## src/rtl/tlb_asid_pkg.sv

```systemverilog
// Shared types and helpers for the ASID-tagged TLB: page-size encodings, walker
// response layout, flush FSM states, tag compare, PA composition and find-first-set.
package tlb_asid_pkg;

   localparam int unsigned PA_WIDTH       = 56;
   localparam int unsigned ASID_W_DEFAULT = 16;

   typedef enum logic [1:0] {
      Pg1G  = 2'd0,
      Pg2M  = 2'd1,
      Pg4K  = 2'd2,
      Pg64K = 2'd3
   } pgsize_e;

   // pa_data holds PA[63:12] of the page base.
   typedef struct packed {
      logic [51:0] pa_data;
      pgsize_e     pgsize;
      logic        d;
      logic        r;
      logic        w;
      logic        x;
      logic        u;
   } page_walk_rsp_t;

   typedef enum logic [1:0] {
      StIdle,
      StSweep,
      StDone
   } flush_state_e;

   // tag and vtag both hold VA[39:12]; only the bits above the page offset take part.
   function automatic logic tag_match(logic [27:0] tag, pgsize_e sz, logic [27:0] vtag);
      logic m;
      unique case (sz)
         Pg1G:    m = (tag[27:18] == vtag[27:18]);
         Pg2M:    m = (tag[27:9]  == vtag[27:9]);
         Pg4K:    m = (tag == vtag);
         Pg64K:   m = (tag[27:4]  == vtag[27:4]);
         default: m = 1'b0;
      endcase
      return m;
   endfunction

   function automatic logic [PA_WIDTH-1:0] compose_pa(logic [51:0] pa_data, pgsize_e sz,
                                                      logic [29:0] voff);
      logic [63:0] full;
      unique case (sz)
         Pg1G:    full = {pa_data[51:18], voff[29:0]};
         Pg2M:    full = {pa_data[51:9],  voff[20:0]};
         Pg4K:    full = {pa_data,        voff[11:0]};
         Pg64K:   full = {pa_data[51:4],  voff[15:0]};
         default: full = '0;
      endcase
      return PA_WIDTH'(full);
   endfunction

   function automatic logic [5:0] find_first_set(logic [63:0] vec);
      logic [5:0] idx;
      idx = '0;
      for (int i = 63; i >= 0; i--) begin
         if (vec[i]) idx = 6'(i);
      end
      return idx;
   endfunction

endpackage

```

## src/rtl/tlb_asid_plru.sv

```systemverilog
// Tree pseudo-LRU for N = 1<<LG_N entries; the victim prefers the lowest-index
// invalid entry and otherwise follows the tree bits from the root.
module plru_tree
   import tlb_asid_pkg::*;
#(
   parameter int unsigned LG_N = 3
) (
   input  logic                   clk,
   input  logic                   reset_n,
   input  logic                   touch_valid,
   input  logic [LG_N-1:0]        touch_idx,
   input  logic [(1<<LG_N)-1:0]   valid_vec,
   output logic [LG_N-1:0]        victim
);

   localparam int unsigned N = 1 << LG_N;

   // Heap-ordered nodes 1..N-1; a set bit steers the victim to the upper half.
   logic [N-1:1]    tree_q, tree_d;
   logic [LG_N-1:0] plru_idx;
   logic [5:0]      inv_ffs;
   logic            unused_ffs;

   function automatic logic [LG_N-1:0] node_of(int unsigned lvl, logic [LG_N-1:0] idx);
      logic [LG_N:0] t;
      t = {1'b1, idx} >> (LG_N - lvl);
      return t[LG_N-1:0];
   endfunction

   always_comb begin
      tree_d = tree_q;
      if (touch_valid) begin
         for (int l = 0; l < int'(LG_N); l++) begin
            tree_d[node_of(l, touch_idx)] = ~touch_idx[LG_N-1-l];
         end
      end
   end

   always_comb begin
      plru_idx = '0;
      for (int l = 0; l < int'(LG_N); l++) begin
         plru_idx[LG_N-1-l] = tree_q[node_of(l, plru_idx)];
      end
   end

   assign inv_ffs    = find_first_set(64'(~valid_vec));
   assign victim     = (&valid_vec) ? plru_idx : inv_ffs[LG_N-1:0];
   assign unused_ffs = ^inv_ffs;

   always_ff @(posedge clk) begin
      if (!reset_n) tree_q <= '0;
      else          tree_q <= tree_d;
   end

endmodule

```

## src/rtl/tlb_asid.sv

```systemverilog
// ASID-tagged fully-associative TLB: registered one-cycle lookup, tree-PLRU replacement,
// SFENCE.VMA flush engine (full clear or one-entry-per-cycle sweep) and perf counters.
module tlb_asid
   import tlb_asid_pkg::*;
#(
   parameter int unsigned LG_N   = 3,
   parameter int unsigned ASID_W = ASID_W_DEFAULT,
   parameter bit          ISIDE  = 1'b0
) (
   input  logic                clk,
   input  logic                reset_n,
   input  logic [1:0]          priv,
   input  logic                active,
   input  logic                req,
   input  logic [63:0]         va,
   input  logic [ASID_W-1:0]   asid,
   input  logic                sum,
   output logic                hit,
   output logic [PA_WIDTH-1:0] pa,
   output logic                dirty,
   output logic                readable,
   output logic                writable,
   output logic                executable,
   output logic                user,
   output logic                fault,
   output logic                busy,
   input  logic                replace,
   input  logic [63:0]         replace_va,
   input  logic [ASID_W-1:0]   replace_asid,
   input  logic                replace_global,
   input  page_walk_rsp_t      page_walk_rsp,
   input  logic                flush_req,
   input  logic                flush_va_valid,
   input  logic [63:0]         flush_va,
   input  logic                flush_asid_valid,
   input  logic [ASID_W-1:0]   flush_asid,
   output logic                flush_done,
   output logic [63:0]         tlb_hits,
   output logic [63:0]         tlb_accesses
);

   localparam int unsigned N = 1 << LG_N;

   typedef struct packed {
      logic              glob;
      logic [ASID_W-1:0] asid;
      logic [27:0]       tag;
      pgsize_e           pgsize;
      logic [51:0]       pa_data;
      logic              d;
      logic              r;
      logic              w;
      logic              x;
      logic              u;
   } entry_t;

   entry_t            ent_q [N];
   entry_t            new_ent, hit_ent, sw_ent;
   logic [N-1:0]      valid_q, valid_d;
   flush_state_e      state_q, state_d;
   logic [LG_N-1:0]   idx_q, idx_d;
   logic              fva_valid_q, fasid_valid_q;
   logic [27:0]       fva_q;
   logic [ASID_W-1:0] fasid_q;

   logic [N-1:0]      match;
   logic [5:0]        hit_ffs;
   logic [LG_N-1:0]   hit_idx, victim, touch_idx;
   logic              any_match, lookup, do_replace, full_clear, sweep_kill, touch_valid;

   logic                hit_q, hit_d, fault_q, fault_d;
   logic [PA_WIDTH-1:0] pa_q, pa_d;
   logic [4:0]          perm_q, perm_d;
   logic [63:0]         hits_q, acc_q;
   logic                unused_bits;

   // ---------------- lookup match ----------------
   always_comb begin
      match = '0;
      for (int i = 0; i < int'(N); i++) begin
         match[i] = valid_q[i] && tag_match(ent_q[i].tag, ent_q[i].pgsize, va[39:12]) &&
                    (ent_q[i].glob || (ent_q[i].asid == asid));
      end
   end

   assign hit_ffs   = find_first_set(64'(match));
   assign hit_idx   = hit_ffs[LG_N-1:0];
   assign any_match = |match;
   assign hit_ent   = ent_q[hit_idx];

   assign lookup     = req && active && !busy;
   assign do_replace = replace && !busy && !flush_req;

   // ---------------- flush FSM ----------------
   always_ff @(posedge clk) begin
      if (!reset_n) state_q <= StIdle;
      else          state_q <= state_d;
   end

   always_comb begin
      state_d = state_q;
      idx_d   = idx_q;
      unique case (state_q)
         StIdle: begin
            if (flush_req) begin
               state_d = (flush_va_valid || flush_asid_valid) ? StSweep : StDone;
               idx_d   = '0;
            end
         end
         StSweep: begin
            idx_d = idx_q + 1'b1;
            if (idx_q == {LG_N{1'b1}}) state_d = StDone;
         end
         StDone:  state_d = StIdle;
         default: state_d = StIdle;
      endcase
   end

   always_comb begin
      busy       = 1'b0;
      flush_done = 1'b0;
      full_clear = 1'b0;
      sweep_kill = 1'b0;
      sw_ent     = ent_q[idx_q];
      unique case (state_q)
         StIdle: full_clear = flush_req && !flush_va_valid && !flush_asid_valid;
         StSweep: begin
            busy       = 1'b1;
            sweep_kill = (!fva_valid_q || tag_match(sw_ent.tag, sw_ent.pgsize, fva_q)) &&
                         (!fasid_valid_q || (!sw_ent.glob && (sw_ent.asid == fasid_q)));
         end
         StDone: begin
            busy       = 1'b1;
            flush_done = 1'b1;
         end
         default: ;
      endcase
   end

   // Flush operands are captured so the sweep does not depend on them being held.
   always_ff @(posedge clk) begin
      if (!reset_n) begin
         idx_q         <= '0;
         fva_valid_q   <= 1'b0;
         fasid_valid_q <= 1'b0;
         fva_q         <= '0;
         fasid_q       <= '0;
      end else begin
         idx_q <= idx_d;
         if (state_q == StIdle && flush_req) begin
            fva_valid_q   <= flush_va_valid;
            fasid_valid_q <= flush_asid_valid;
            fva_q         <= flush_va[39:12];
            fasid_q       <= flush_asid;
         end
      end
   end

   // ---------------- entry storage ----------------
   always_comb begin
      valid_d = valid_q;
      if (full_clear) valid_d = '0;
      if (sweep_kill) valid_d[idx_q] = 1'b0;
      if (do_replace) valid_d[victim] = 1'b1;
   end

   always_ff @(posedge clk) begin
      if (!reset_n) valid_q <= '0;
      else          valid_q <= valid_d;
   end

   always_comb begin
      new_ent.glob    = replace_global;
      new_ent.asid    = replace_asid;
      new_ent.tag     = replace_va[39:12];
      new_ent.pgsize  = page_walk_rsp.pgsize;
      new_ent.pa_data = page_walk_rsp.pa_data;
      new_ent.d       = page_walk_rsp.d;
      new_ent.r       = page_walk_rsp.r;
      new_ent.w       = page_walk_rsp.w;
      new_ent.x       = page_walk_rsp.x;
      new_ent.u       = page_walk_rsp.u;
   end

   always_ff @(posedge clk) begin
      if (do_replace) ent_q[victim] <= new_ent;
   end

   // Install wins the PLRU update over a concurrent lookup hit.
   assign touch_valid = do_replace || (lookup && any_match);
   assign touch_idx   = do_replace ? victim : hit_idx;

   plru_tree #(
      .LG_N (LG_N)
   ) u_plru (
      .clk         (clk),
      .reset_n     (reset_n),
      .touch_valid (touch_valid),
      .touch_idx   (touch_idx),
      .valid_vec   (valid_q),
      .victim      (victim)
   );

   // ---------------- registered lookup result ----------------
   always_comb begin
      hit_d   = 1'b0;
      fault_d = 1'b0;
      pa_d    = '0;
      perm_d  = '0;
      if (req && !busy) begin
         if (!active) begin
            hit_d = 1'b1;
            pa_d  = va[PA_WIDTH-1:0];
         end else if (any_match) begin
            hit_d   = 1'b1;
            pa_d    = compose_pa(hit_ent.pa_data, hit_ent.pgsize, va[29:0]);
            perm_d  = {hit_ent.d, hit_ent.r, hit_ent.w, hit_ent.x, hit_ent.u};
            fault_d = ((priv == 2'd0) && !hit_ent.u) ||
                      ((priv == 2'd1) && hit_ent.u && (ISIDE || !sum)) ||
                      (ISIDE && !hit_ent.x);
         end
      end
   end

   always_ff @(posedge clk) begin
      if (!reset_n) begin
         hit_q   <= 1'b0;
         fault_q <= 1'b0;
         pa_q    <= '0;
         perm_q  <= '0;
         hits_q  <= '0;
         acc_q   <= '0;
      end else begin
         hit_q   <= hit_d;
         fault_q <= fault_d;
         pa_q    <= pa_d;
         perm_q  <= perm_d;
         if (lookup) begin
            acc_q <= acc_q + 64'd1;
            if (any_match) hits_q <= hits_q + 64'd1;
         end
      end
   end

   assign hit          = hit_q;
   assign fault        = fault_q;
   assign pa           = pa_q;
   assign dirty        = perm_q[4];
   assign readable     = perm_q[3];
   assign writable     = perm_q[2];
   assign executable   = perm_q[1];
   assign user         = perm_q[0];
   assign tlb_hits     = hits_q;
   assign tlb_accesses = acc_q;

   assign unused_bits = ^{va[63:40], replace_va[63:40], replace_va[11:0], flush_va[63:40],
                          flush_va[11:0], hit_ffs};

endmodule

```

## config.mk

```make
export PLATFORM = sky130hd
export DESIGN_NAME = tlb_asid
export DESIGN_NICKNAME = d
export VERILOG_FILES = /design/src/rtl/tlb_asid_pkg.sv /design/src/rtl/tlb_asid_plru.sv /design/src/rtl/tlb_asid.sv
export SDC_FILE = /design/constraint.sdc
export NUM_CORES = 2
export LEC_CHECK = 0
export ABC_AREA = 1
export CORE_MARGIN = 3
export CORE_UTILIZATION = 58
export CTS_CLUSTER_DIAMETER = 150
export DETAILED_ROUTE_END_ITERATION = 10
export PLACE_DENSITY = 0.78
export SLEW_MARGIN = 20
export SYNTH_ARGS = -nofsm -noshare
export SYNTH_HDL_FRONTEND = slang
export SYNTH_SLANG_ARGS = --single-unit
```

## constraint.sdc

```tcl
create_clock -name clk -period 7.75 [get_ports clk]
set_input_delay 0.775 -clock clk [delete_from_list [all_inputs] [get_ports clk]]
set_output_delay 0.775 -clock clk [all_outputs]
set_load 0.01 [all_outputs]
```

==> impl_metrics.json <==
{
  "outcome": "completed",
  "maxCapViolations": 0,
  "fmax_mhz": 183.1,
  "cts-root-buf": "clkbuf_16",
  "tightest_slew_ps": 1085,
  "regToRegSetupSlack_ps": 3080,
  "synth_area_per_cell_sq_um": 8.960,
  "cp.required_ps": 8350,
  "hold_ws_ps": 478.2,
  "cts_resized": 0,
  "dp_hpwl_mm": 115.6,
  "drt_iter0_drc": 4976,
  "syn_nets": 5930,
  "dieArea_sq_um": 90260,
  "clockBufferDepth": 3,
  "finalCritPeriodShare_pct": 70.46,
  "leakage_nw": 21.30,
  "vias_per_cell": 5.988,
  "synth_edf_count": 768,
  "worstSetupEndpoint": "perm_q[0]",
  "max_slew_margin_pct": 27.65,
  "synth-seq-cells": 1028,
  "crit_start": "va[37]",
  "cts-htree-levels": 3,
  "cp.arrival_ps": 6060,
  "antenna_found_initial": 28,
  "synth_area_leader_cell": "edfxtp_1",
  "port_buffers": 415,
  "start_util_pct": 58.77,
  "postSynth.asyncResetShare_pct": 0,
  "first_pass_iters": 6,
  "power_density_nw_per_um2": 230.9,
  "synth.distinct_cells": 61,
  "power_frac_seq_pct": 46.1,
  "drive_above_1_share_pct": 5.448,
  "vias": 43130,
  "layout_commonest_cell": "nand2_1",
  "grt.total_usage_pct": 36.28,
  "comb_power_share_pct": 13.6,
  "first_global_vias": 40770,
  "global_route.overflow_total": 0,
  "cts_tree": "built",
  "critPathKind": "primary input to flop",
  "die_w_um": 300.4,
  "post_cts_buffers": 0,
  "slew_viol_final": 0,
  "swShare_pct": 26.89,
  "period_minus_slack_ps": 5461,
  "synth_top_area_share_pct": 45.87,
  "setup_viol": 0,
  "numCtsBuffers": 106,
  "layout.nets": 6264,
  "cts_hold_buf": 0,
  "grt_pass1_wl_mm": 246.5,
  "cp-end-kind": "flop",
  "ys_seq_area_share_pct": 56.22,
  "internal_power_mw": 9.985,
  "layout_common_cells": "nand2_1, edfxtp_1, nor2_1",
  "gp_congestion": 1.052,
  "clk_pin_slew_ps": 60,
  "rsz0062_at_grt": "false",
  "yosys_warnings": 0,
  "grt_max_degree": 106,
  "fin_area_sq_um": 59150,
  "netlist_instances": 5612,
  "die_h_um": 300.4,
  "num_rows": 107,
  "syn_to_final_growth_pct": 17.63,
  "ir_worst_vdd_mv": 0.2478,
  "reg2reg_to": "perm_q[0]",
  "r2r_start": "ent_q[4][60]",
  "synth_area_sq_um": 50280,
  "startpoint_type": "primary input",
  "ys_dominant_reg_cell": "edfxtp_1",
  "hold_path_class": "flop to flop",
  "drcViolationCount": 0,
  "clk-insertion-delay-late_ps": 710,
  "worstHoldStart": "tlb_hits[63]",
  "synthTopCellsByArea": "edfxtp_1, dfxtp_1, nand2_1",
  "wl_mm": 166.9,
  "postPlaceCellArea_sq_um": 55230,
  "ios": 504,
  "clock_sinks": 1028,
  "whs_path_depth": 2,
  "fin_skew_ps": 48.19,
  "final.setup.tns_ps": 0,
  "core_area_sq_um": 85550,
  "wl_per_cell_um": 23.17,
  "drtAntennaViolNets": 0,
  "switching_power_mw": 3.672,
  "clkPwrFrac_pct": 40.3,
  "hold_violations": 0,
  "critical_path_peak_fanout": 56,
  "ff2ff_path_depth": 15
}
routing by layer:
layer  vias up  global-route usage [%]  share of wire (%)
met4        20                   19.38                5.7
met2      2509                   57.14                 45
met5         -                       0              0.088
met1     20300                   47.42                 38
li1      19830                       -                  -
met3       476                   7.563                 11
critical path: stages:
cell	delay (ps)
clkdlybuf4s50_1	1140
inv_4	150
nand2_1	110
nand2_1	70
nor2_1	190
nand2_1	70
nor2_1	400
nand2_1	130
nand2_1	120
nand2_1	60
nor2_1	100
nand2_1	70
o21ai_0	120
nand3_1	190
a21oi_4	240
clkinv_2	540
buf_4	600
nand3_1	200
nand3_1	80
nand2_1	190
inv_1	240
nor3_1	190
Yosys cell counts (7+ instances only):
master	instances
o211ai_1	65
and3_1	7
xnor2_1	146
o31ai_1	9
o22ai_1	31
a21oi_1	296
a211oi_1	9
a31oi_1	11
nand3_1	325
inv_1	517
nor2_1	746
nor3b_1	10
or2_2	14
buf_1	14
edfxtp_1	768
o21a_1	8
nor4_1	74
inv_2	21
nand3b_1	12
o21ai_0	452
buf_4	39
o221ai_1	9
nand4_1	137
xor2_1	130
ha_1	7
dfxtp_1	260
nand2_1	1032
buf_6	13
and2_1	11
nor2_2	8
o21ai_1	25
clkbuf_1	123
nor3_1	177
buf_2	48
area by class of cell:
type	count	area (sq um)
Inverter	546	2058
Tap cell	1144	1431
Antenna cell	20	50.05
Timing Repair Buffer	467	4654
Sequential cell	1028	28280
Clock inverter	64	798.3
Clock buffer	137	3064
Multi-Input combinational cell	3797	18810
Fill cell	6516	26400
worst min-delay path by stage:
| stage | endpoint | slack [ps] |
|---|---|---|
| 5_1_grt | tlb_hits[63] | 490 |
| 2_1_floorplan | fasid_q[3] | 440 |
| 3_5_place_dp | tlb_hits[63] | 460 |
| 4_1_cts | tlb_hits[63] | 470 |
| 6_report | tlb_hits[63] | 480 |
| 3_3_place_gp | tlb_hits[63] | 450 |
logic make-up (layout without fill, tap and decap cells):
logic type | after synthesis | after routing | synth area share, %
other cells | 0 | 20 | 0
fa+ha+maj | 7 | 7 | 0.1742
flops | 1028 | 1028 | 56.22
xor+xnor | 276 | 276 | 4.808
compound gates | 936 | 936 | 10.11
buf+inv | 787 | 1214 | 6.540
simple gates | 2578 | 2578 | 22.15
state kept, by name (all words and copies together), names as in the netlist, named ones only:
signal and cells:
state_q 2, ent_q 768, tlb_hits 64, valid_q 8
pa 56, u_plru.tree_q 7, perm_q 5, hit 1
fasid_valid_q 1, fault 1, idx_q 3, tlb_accesses 64
fasid_q 16, fva_q 28, fva_valid_q 1
through the flow:
step | utilization [%] | setup slack [ps] | std cells | power, mW
floorplan | - | 1745 | 5612 | 7.460
global placement | 64.56 | 1927 | 6982 | 8.172
detailed placement | 64.57 | 1856 | 6982 | 8.211
CTS | 69.08 | 2594 | 7183 | 13.65
global route | 69.11 | 2153 | 7193 | 14.08
finish | 69.14 | 2289 | 7203 | 13.66
power by group through the flow:
stage | Clock [mW] | Combinational [mW] | Sequential [mW]
5_1_grt | 5.77 | 2.00 | 6.31
6_report | 5.51 | 1.86 | 6.29
2_1_floorplan | 0 | 1.10 | 6.36
3_3_place_gp | 0 | 1.77 | 6.40
4_1_cts | 5.54 | 1.82 | 6.29
3_5_place_dp | 0 | 1.81 | 6.40
Power figures use the tool's default switching activity.
